### config.mk
export PLATFORM = sky130hd
export DESIGN_NAME = mlp_neuron_scheduler
export DESIGN_NICKNAME = d
export VERILOG_FILES = /design/src/rtl/mlp_pkg.sv /design/src/rtl/mlp_mod_counter.sv /design/src/rtl/mlp_neuron_scheduler.sv
export SDC_FILE = /design/constraint.sdc
export NUM_CORES = 1
export LEC_CHECK = 0
export CORE_MARGIN = 4
export CORE_UTILIZATION = 45
export CTS_CLUSTER_DIAMETER = 60
export DETAILED_ROUTE_END_ITERATION = 12
export PLACE_DENSITY = 0.74
export SYNTH_ARGS = -nofsm -noshare
export SYNTH_HDL_FRONTEND = slang
export SYNTH_HIERARCHICAL = 1
export SYNTH_SLANG_ARGS = --single-unit
### constraint.sdc
create_clock -name clk_i -period 2.5 [get_ports clk_i]
set_input_delay 0.625 -clock clk_i [delete_from_list [all_inputs] [get_ports clk_i]]
set_output_delay 0.625 -clock clk_i [all_outputs]
set_load 0.05 [all_outputs]
### src/rtl/mlp_pkg.sv
// Shared types and elaboration-time helpers for the MLP neuron scheduler.
package mlp_pkg;

    typedef enum logic [2:0] {
        S_IDLE,
        S_FETCH,
        S_CLR,
        S_MAC,
        S_STORE,
        S_JUDGE,
        S_DONE
    } state_e;

    localparam logic LAYER_HID = 1'b0;
    localparam logic LAYER_OUT = 1'b1;

    localparam int unsigned PASS_W = 3;

    function automatic int unsigned ceil_div(input int unsigned a, input int unsigned b);
        return (a + b - 1) / b;
    endfunction

    function automatic int unsigned max_u(input int unsigned a, input int unsigned b);
        return (a > b) ? a : b;
    endfunction

    // PE enables for the final pass of a layer: only the PEs holding real neurons.
    function automatic logic [63:0] last_mask(input int unsigned l, input int unsigned n_pe);
        int unsigned rem;
        rem = l % n_pe;
        if (rem == 0) begin
            rem = n_pe;
        end
        return (64'd1 << rem) - 64'd1;
    endfunction

endpackage

### src/rtl/mlp_mod_counter.sv
// Modulo-MAX up-counter with synchronous clear; last flags the terminal count.
module mlp_mod_counter #(
    parameter int unsigned WIDTH = 4,
    parameter int unsigned MAX   = 10
) (
    input  logic             clk_i,
    input  logic             rst_i,
    input  logic             clr_i,
    input  logic             inc_i,
    output logic [WIDTH-1:0] q_o,
    output logic             last_c_o
);

    localparam logic [WIDTH-1:0] TERM = WIDTH'(MAX - 1);

    logic [WIDTH-1:0] q_q;
    logic [WIDTH-1:0] q_d;

    always_comb begin
        q_d = q_q;
        if (clr_i) begin
            q_d = '0;
        end else if (inc_i) begin
            q_d = (q_q == TERM) ? '0 : q_q + WIDTH'(1);
        end
    end

    always_ff @(posedge clk_i) begin
        if (rst_i) begin
            q_q <= '0;
        end else begin
            q_q <= q_d;
        end
    end

    assign q_o      = q_q;
    assign last_c_o = (q_q == TERM);

endmodule

### src/rtl/mlp_neuron_scheduler.sv
// Sequences a shared pool of MAC neurons through the hidden and output layers
// of every test case, with a sample-fetch handshake and a per-test judge strobe.
module mlp_neuron_scheduler
    import mlp_pkg::*;
#(
    parameter int unsigned N_PE    = 10,
    parameter int unsigned N_IN    = 62,
    parameter int unsigned N_HID   = 30,
    parameter int unsigned N_OUT   = 10,
    parameter int unsigned N_TESTS = 750,
    parameter int unsigned IDX_W   = 6,
    parameter int unsigned TEST_W  = 10
) (
    input  logic              clk_i,
    input  logic              rst_i,
    input  logic              start_i,
    output logic              sample_req_o,
    input  logic              sample_ack_i,
    output logic              layer_o,
    output logic [PASS_W-1:0] pass_idx_o,
    output logic [IDX_W-1:0]  in_idx_o,
    output logic              mac_clr_o,
    output logic              mac_en_o,
    output logic [N_PE-1:0]   pe_ld_en_o,
    output logic              judge_en_o,
    output logic [TEST_W-1:0] test_idx_o,
    output logic              busy_o,
    output logic              done_o
);

    localparam int unsigned P_HID    = ceil_div(N_HID, N_PE);
    localparam int unsigned P_OUT    = ceil_div(N_OUT, N_PE);
    localparam int unsigned IN_MAX   = max_u(N_IN, N_HID);
    localparam int unsigned PASS_MAX = max_u(P_HID, P_OUT);

    localparam logic [N_PE-1:0]   MASK_HID     = N_PE'(last_mask(N_HID, N_PE));
    localparam logic [N_PE-1:0]   MASK_OUT     = N_PE'(last_mask(N_OUT, N_PE));
    localparam logic [IDX_W-1:0]  FAN_HID_LAST = IDX_W'(N_IN - 1);
    localparam logic [IDX_W-1:0]  FAN_OUT_LAST = IDX_W'(N_HID - 1);
    localparam logic [PASS_W-1:0] PASS_HID_LAST = PASS_W'(P_HID - 1);
    localparam logic [PASS_W-1:0] PASS_OUT_LAST = PASS_W'(P_OUT - 1);

    state_e            state_q, state_d;
    logic              sample_req_q, sample_req_d;
    logic              layer_q, layer_d;
    logic              mac_clr_q, mac_clr_d;
    logic              mac_en_q, mac_en_d;
    logic [N_PE-1:0]   pe_ld_en_q, pe_ld_en_d;
    logic              judge_en_q, judge_en_d;
    logic              busy_q, busy_d;
    logic              done_q, done_d;

    logic              in_clr, in_inc, pass_clr, pass_inc, test_clr, test_inc;
    logic [IDX_W-1:0]  in_idx;
    logic [PASS_W-1:0] pass_idx;
    logic [TEST_W-1:0] test_idx;
    logic              test_last;
    logic              unused_in_last;
    logic              unused_pass_last;

    // Per-layer fan-in, pass count and last-pass PE mask.
    logic              in_last;
    logic              pass_last;
    logic [N_PE-1:0]   last_pe_mask;

    assign in_last      = (in_idx == ((layer_q == LAYER_OUT) ? FAN_OUT_LAST : FAN_HID_LAST));
    assign pass_last    = (pass_idx == ((layer_q == LAYER_OUT) ? PASS_OUT_LAST : PASS_HID_LAST));
    assign last_pe_mask = (layer_q == LAYER_OUT) ? MASK_OUT : MASK_HID;

    mlp_mod_counter #(.WIDTH(IDX_W), .MAX(IN_MAX)) u_in_cnt (
        .clk_i    (clk_i),
        .rst_i    (rst_i),
        .clr_i    (in_clr),
        .inc_i    (in_inc),
        .q_o      (in_idx),
        .last_c_o (unused_in_last)
    );

    mlp_mod_counter #(.WIDTH(PASS_W), .MAX(PASS_MAX)) u_pass_cnt (
        .clk_i    (clk_i),
        .rst_i    (rst_i),
        .clr_i    (pass_clr),
        .inc_i    (pass_inc),
        .q_o      (pass_idx),
        .last_c_o (unused_pass_last)
    );

    mlp_mod_counter #(.WIDTH(TEST_W), .MAX(N_TESTS)) u_test_cnt (
        .clk_i    (clk_i),
        .rst_i    (rst_i),
        .clr_i    (test_clr),
        .inc_i    (test_inc),
        .q_o      (test_idx),
        .last_c_o (test_last)
    );

    // Next state; strobe outputs are decoded from the state being entered.
    always_comb begin
        state_d      = state_q;
        sample_req_d = 1'b0;
        layer_d      = layer_q;
        pe_ld_en_d   = '0;
        in_clr       = 1'b0;
        in_inc       = 1'b0;
        pass_clr     = 1'b0;
        pass_inc     = 1'b0;
        test_clr     = 1'b0;
        test_inc     = 1'b0;

        case (state_q)
            S_IDLE, S_DONE: begin
                if (start_i) begin
                    state_d  = S_FETCH;
                    test_clr = 1'b1;
                end
            end
            S_FETCH: begin
                if (sample_req_q && sample_ack_i) begin
                    state_d  = S_CLR;
                    layer_d  = LAYER_HID;
                    pass_clr = 1'b1;
                    in_clr   = 1'b1;
                end else begin
                    sample_req_d = 1'b1;
                end
            end
            S_CLR: begin
                state_d = S_MAC;
            end
            S_MAC: begin
                if (in_last) begin
                    state_d    = S_STORE;
                    in_clr     = 1'b1;
                    pe_ld_en_d = pass_last ? last_pe_mask : '1;
                end else begin
                    in_inc = 1'b1;
                end
            end
            S_STORE: begin
                if (!pass_last) begin
                    pass_inc = 1'b1;
                    state_d  = S_CLR;
                end else if (layer_q == LAYER_HID) begin
                    layer_d  = LAYER_OUT;
                    pass_clr = 1'b1;
                    state_d  = S_CLR;
                end else begin
                    state_d = S_JUDGE;
                end
            end
            S_JUDGE: begin
                if (test_last) begin
                    state_d = S_DONE;
                end else begin
                    test_inc = 1'b1;
                    state_d  = S_FETCH;
                end
            end
            default: begin
                state_d = S_IDLE;
            end
        endcase

        mac_clr_d  = (state_d == S_CLR);
        mac_en_d   = (state_d == S_MAC);
        judge_en_d = (state_d == S_JUDGE);
        busy_d     = (state_d != S_IDLE) && (state_d != S_DONE);
        done_d     = (state_d == S_DONE);
    end

    always_ff @(posedge clk_i) begin
        if (rst_i) begin
            state_q      <= S_IDLE;
            sample_req_q <= 1'b0;
            layer_q      <= LAYER_HID;
            mac_clr_q    <= 1'b0;
            mac_en_q     <= 1'b0;
            pe_ld_en_q   <= '0;
            judge_en_q   <= 1'b0;
            busy_q       <= 1'b0;
            done_q       <= 1'b0;
        end else begin
            state_q      <= state_d;
            sample_req_q <= sample_req_d;
            layer_q      <= layer_d;
            mac_clr_q    <= mac_clr_d;
            mac_en_q     <= mac_en_d;
            pe_ld_en_q   <= pe_ld_en_d;
            judge_en_q   <= judge_en_d;
            busy_q       <= busy_d;
            done_q       <= done_d;
        end
    end

    assign sample_req_o = sample_req_q;
    assign layer_o      = layer_q;
    assign pass_idx_o   = pass_idx;
    assign in_idx_o     = in_idx;
    assign mac_clr_o    = mac_clr_q;
    assign mac_en_o     = mac_en_q;
    assign pe_ld_en_o   = pe_ld_en_q;
    assign judge_en_o   = judge_en_q;
    assign test_idx_o   = test_idx;
    assign busy_o       = busy_q;
    assign done_o       = done_q;

endmodule

==> metrics.txt <==
# TYPE chip_impl_metric gauge
chip_impl_metric{name="grt_pass1_vias",unit=""} 1307
chip_impl_metric{name="final_min_period_over_clock_period",unit=""} 0.931
chip_impl_metric{name="postRouteWirelength",unit="um"} 3430
chip_impl_metric{name="gpl.final_weighted_congestion",unit=""} 0.864
chip_impl_metric{name="syn_nets",unit=""} 189
chip_impl_metric{name="max_cap_violations",unit=""} 0
chip_impl_metric{name="die_w",unit="um"} 67.4
chip_impl_metric{name="routed-via-count",unit=""} 1383
chip_impl_metric{name="critPathArrivalTime",unit="ns"} 1.70
chip_impl_info{name="timing.hold.worst.class",value="flop to flop"} 1
chip_impl_metric{name="grt_antenna_before_repair",unit=""} 0
chip_impl_metric{name="power_leakage",unit="nW"} 0.651
chip_impl_metric{name="setup_total_negative_slack",unit="ns"} 0
chip_impl_metric{name="synth_to_final_area_change",unit="%"} 24.7
chip_impl_metric{name="hpwl",unit="um"} 2490
chip_impl_info{name="hp-start",value="u_in_cnt/q_o[4]"} 1
chip_impl_metric{name="cts_buffer_count",unit=""} 5
chip_impl_metric{name="fmax",unit="MHz"} 430
chip_impl_metric{name="num_io_pins",unit=""} 40
chip_impl_metric{name="final_max_slew_viol_count",unit=""} 0
chip_impl_metric{name="hold_buffers",unit=""} 0
chip_impl_metric{name="synth_warnings",unit=""} 6
chip_impl_metric{name="synthesis.area",unit="mm^2"} 0.00159
chip_impl_metric{name="antenna_cells_inserted",unit=""} 0
chip_impl_metric{name="final-hold-violation-count",unit=""} 0
chip_impl_info{name="cts-root-buf",value="clkbuf_4"} 1
chip_impl_metric{name="clock_tree.buffer_depth",unit=""} 2
chip_impl_metric{name="grt.overflow.total",unit=""} 0
chip_impl_metric{name="avgSynthCellArea",unit="um^2"} 8.77
chip_impl_metric{name="grt_start_max_net_pins",unit=""} 12
chip_impl_info{name="grt_setup_unrepaired",value="false"} 1
chip_impl_metric{name="timing.final.crit_period",unit="ns"} 2.33
chip_impl_info{name="tritoncts",value="done"} 1
chip_impl_metric{name="transition_time_at_the_pin_with_the_least_slew_margin",unit="ns"} 0.503
chip_impl_info{name="cp-end-kind",value="output port"} 1
chip_impl_metric{name="clkSlewWorstSetupHoldPaths",unit="ns"} 0.10
chip_impl_metric{name="first_pass_iteration_count_of_the_detailed_router",unit=""} 4
chip_impl_metric{name="ir_worst_vdd",unit="mV"} 0.271
chip_impl_info{name="critical_path.cell_chain",value="clkdlybuf4s50_1"} 1
chip_impl_metric{name="slowest_delay",unit="ns"} 0.87
chip_impl_metric{name="initial_drt_markers",unit=""} 87
chip_impl_metric{name="finish.utilization",unit=""} 0.588
chip_impl_metric{name="syn_inst",unit=""} 181
chip_impl_metric{name="drc",unit=""} 0
chip_impl_info{name="worstSetupStartpoint",value="u_in_cnt/q_o[0]"} 1
chip_impl_metric{name="grt_pass1_wl",unit="um"} 5750
chip_impl_info{name="cp_top_family",value="buffers and inverters"} 1
chip_impl_metric{name="ctsResizeCount",unit=""} 0
chip_impl_info{name="startpoint_type",value="flop"} 1
chip_impl_metric{name="worst_ep_required_time",unit="ns"} 1.88
chip_impl_info{name="r2r_start",value="u_test_cnt/q_o[1]"} 1
chip_impl_metric{name="setup_viol",unit=""} 0
chip_impl_metric{name="vias_per_cell",unit=""} 5.34
chip_impl_metric{name="buffering_stage_count_on_the_worst_path_with_inverters_included",unit=""} 1
chip_impl_info{name="status",value="completed"} 1
chip_impl_metric{name="path_max_fanout",unit=""} 10
chip_impl_metric{name="die_area",unit="mm^2"} 0.00454
chip_impl_metric{name="floorplan.rows",unit=""} 21
chip_impl_metric{name="r2r.worst_path.cells",unit=""} 9
chip_impl_metric{name="die_boundary_height",unit="um"} 67.4
chip_impl_info{name="timing.critical_path.slowest_stage_cell",value="clkdlybuf4s50_1"} 1
chip_impl_metric{name="portBuffers",unit=""} 39
chip_impl_metric{name="global_route.usage.total",unit=""} 0.165
chip_impl_metric{name="tritoncts_num_sinks",unit=""} 30
chip_impl_metric{name="cts_max_level",unit=""} 2
chip_impl_info{name="worstSetupPathType",value="flop to output port"} 1
chip_impl_metric{name="slew-limit-headroom",unit=""} 0.664
chip_impl_metric{name="worst_clock_skew",unit="ns"} 0.0113
chip_impl_info{name="setup.worst_path.end",value="in_idx_o[0]"} 1
chip_impl_metric{name="clkLatencyLatePin",unit="ns"} 0.32
chip_impl_metric{name="cts_setup_buffers",unit=""} 0
chip_impl_metric{name="dp_cells",unit=""} 251
chip_impl_metric{name="drt-wirelength-per-cell",unit="um"} 13.3
chip_impl_metric{name="worst-path-stages",unit=""} 1
chip_impl_metric{name="floorplan.core_area",unit="mm^2"} 0.00336
chip_impl_metric{name="antenna_left",unit=""} 0
chip_impl_metric{name="stdcell_count",unit=""} 259
chip_impl_metric{name="num-nets-final",unit=""} 220
chip_impl_metric{name="preCtsSetupSlack",unit="ns"} 0.397
chip_impl_metric{name="cellPowerDensity",unit="mW/mm^2"} 427
chip_impl_metric{name="setup_ws",unit="ns"} 0.172
chip_impl_metric{name="floorplan.initialDensity",unit=""} 0.472
chip_impl_metric{name="layout-drive-gt1-share",unit=""} 0.0939
chip_impl_info{name="worstReg2RegEnd",value="u_test_cnt/q_o[9]"} 1
chip_impl_metric{name="ff2ff_setup_slack",unit="ns"} 0.39
[worst min-delay path by stage]
stage,endpoint,cells past startpoint
finish,u_in_cnt/q_o[4],2
global placement,u_in_cnt/q_o[4],2
floorplan,sample_req_o,3
CTS,u_in_cnt/q_o[4],2
global route,u_test_cnt/q_o[9],2
detailed placement,u_test_cnt/q_o[9],2
[placed cells by master, fill, tap and decap left out, drive strengths merged]
cell type	n
nand2	14
nand4	5
nand3	11
nand2b	5
nor2b	1
nand4b	2
and3b	2
a41oi	1
clkinv	1
o22ai	1
clkdlybuf4s50	39
and4b	2
xor2	7
o2111ai	1
a41o	1
clkbuf	7
nor3	5
inv	8
nand3b	4
and2	2
and4bb	1
o21ai	3
buf	1
o41ai	1
or2	2
nor4	3
or3b	1
a31oi	4
xnor2	6
a211oi	3
a21oi	6
nor2	19
dfxtp	30
or3	3
and3	1
o32ai	1
ha	4
nor3b	4
a211o	1
[state kept, by name, indices dropped and copies added (netlist names)]
signal	count
mac_clr_o	1
u_test_cnt/q_o	10
u_pass_cnt/q_o	3
sample_req_o	1
done_o	1
judge_en_o	1
u_in_cnt/q_o	6
state_q	3
layer_o	1
mac_en_o	1
busy_o	1
pe_ld_en_o	1
[area by class of cell]
| cell class | count | area [um^2] |
|---|---|---|
| clock buffer | 7 | 55.1 |
| tap | 46 | 57.6 |
| fill | 314 | 1390 |
| sequential | 30 | 601 |
| clock inverter | 1 | 5.00 |
| timing repair buffer | 40 | 398 |
| multi-input combinational | 127 | 832 |
| inverter | 8 | 30.0 |
[report_power, final]
| group | total, mW | switching [mW] | internal [mW] |
|---|---|---|---|
| registers | 0.490 | 0.00704 | 0.483 |
| clock network | 0.297 | 0.161 | 0.136 |
| logic | 0.0575 | 0.0336 | 0.0239 |
| total | 0.845 | 0.202 | 0.643 |
[through the flow]
step | total power [mW] | instance area, um^2 | hold WS (ns)
2_1_floorplan | 0.545 | 1590 | 0.627
3_3_place_gp | 0.557 | 1920 | 0.526
3_5_place_dp | 0.558 | 1920 | 0.539
4_1_cts | 0.854 | 1980 | 0.558
5_1_grt | 0.883 | 1980 | 0.588
6_report | 0.845 | 1980 | 0.549
[layer usage]
metal | vias up | GRT usage | wire length [um]
li1 | 694 | - | -
met1 | 637 | 0.198 | 1570
met2 | 46 | 0.270 | 1620
met3 | 6 | 0.0549 | 198
met4 | 0 | 0.0633 | 40
met5 | - | 0 | 0
No activity file was read; power rests on OpenSTA's default activity.
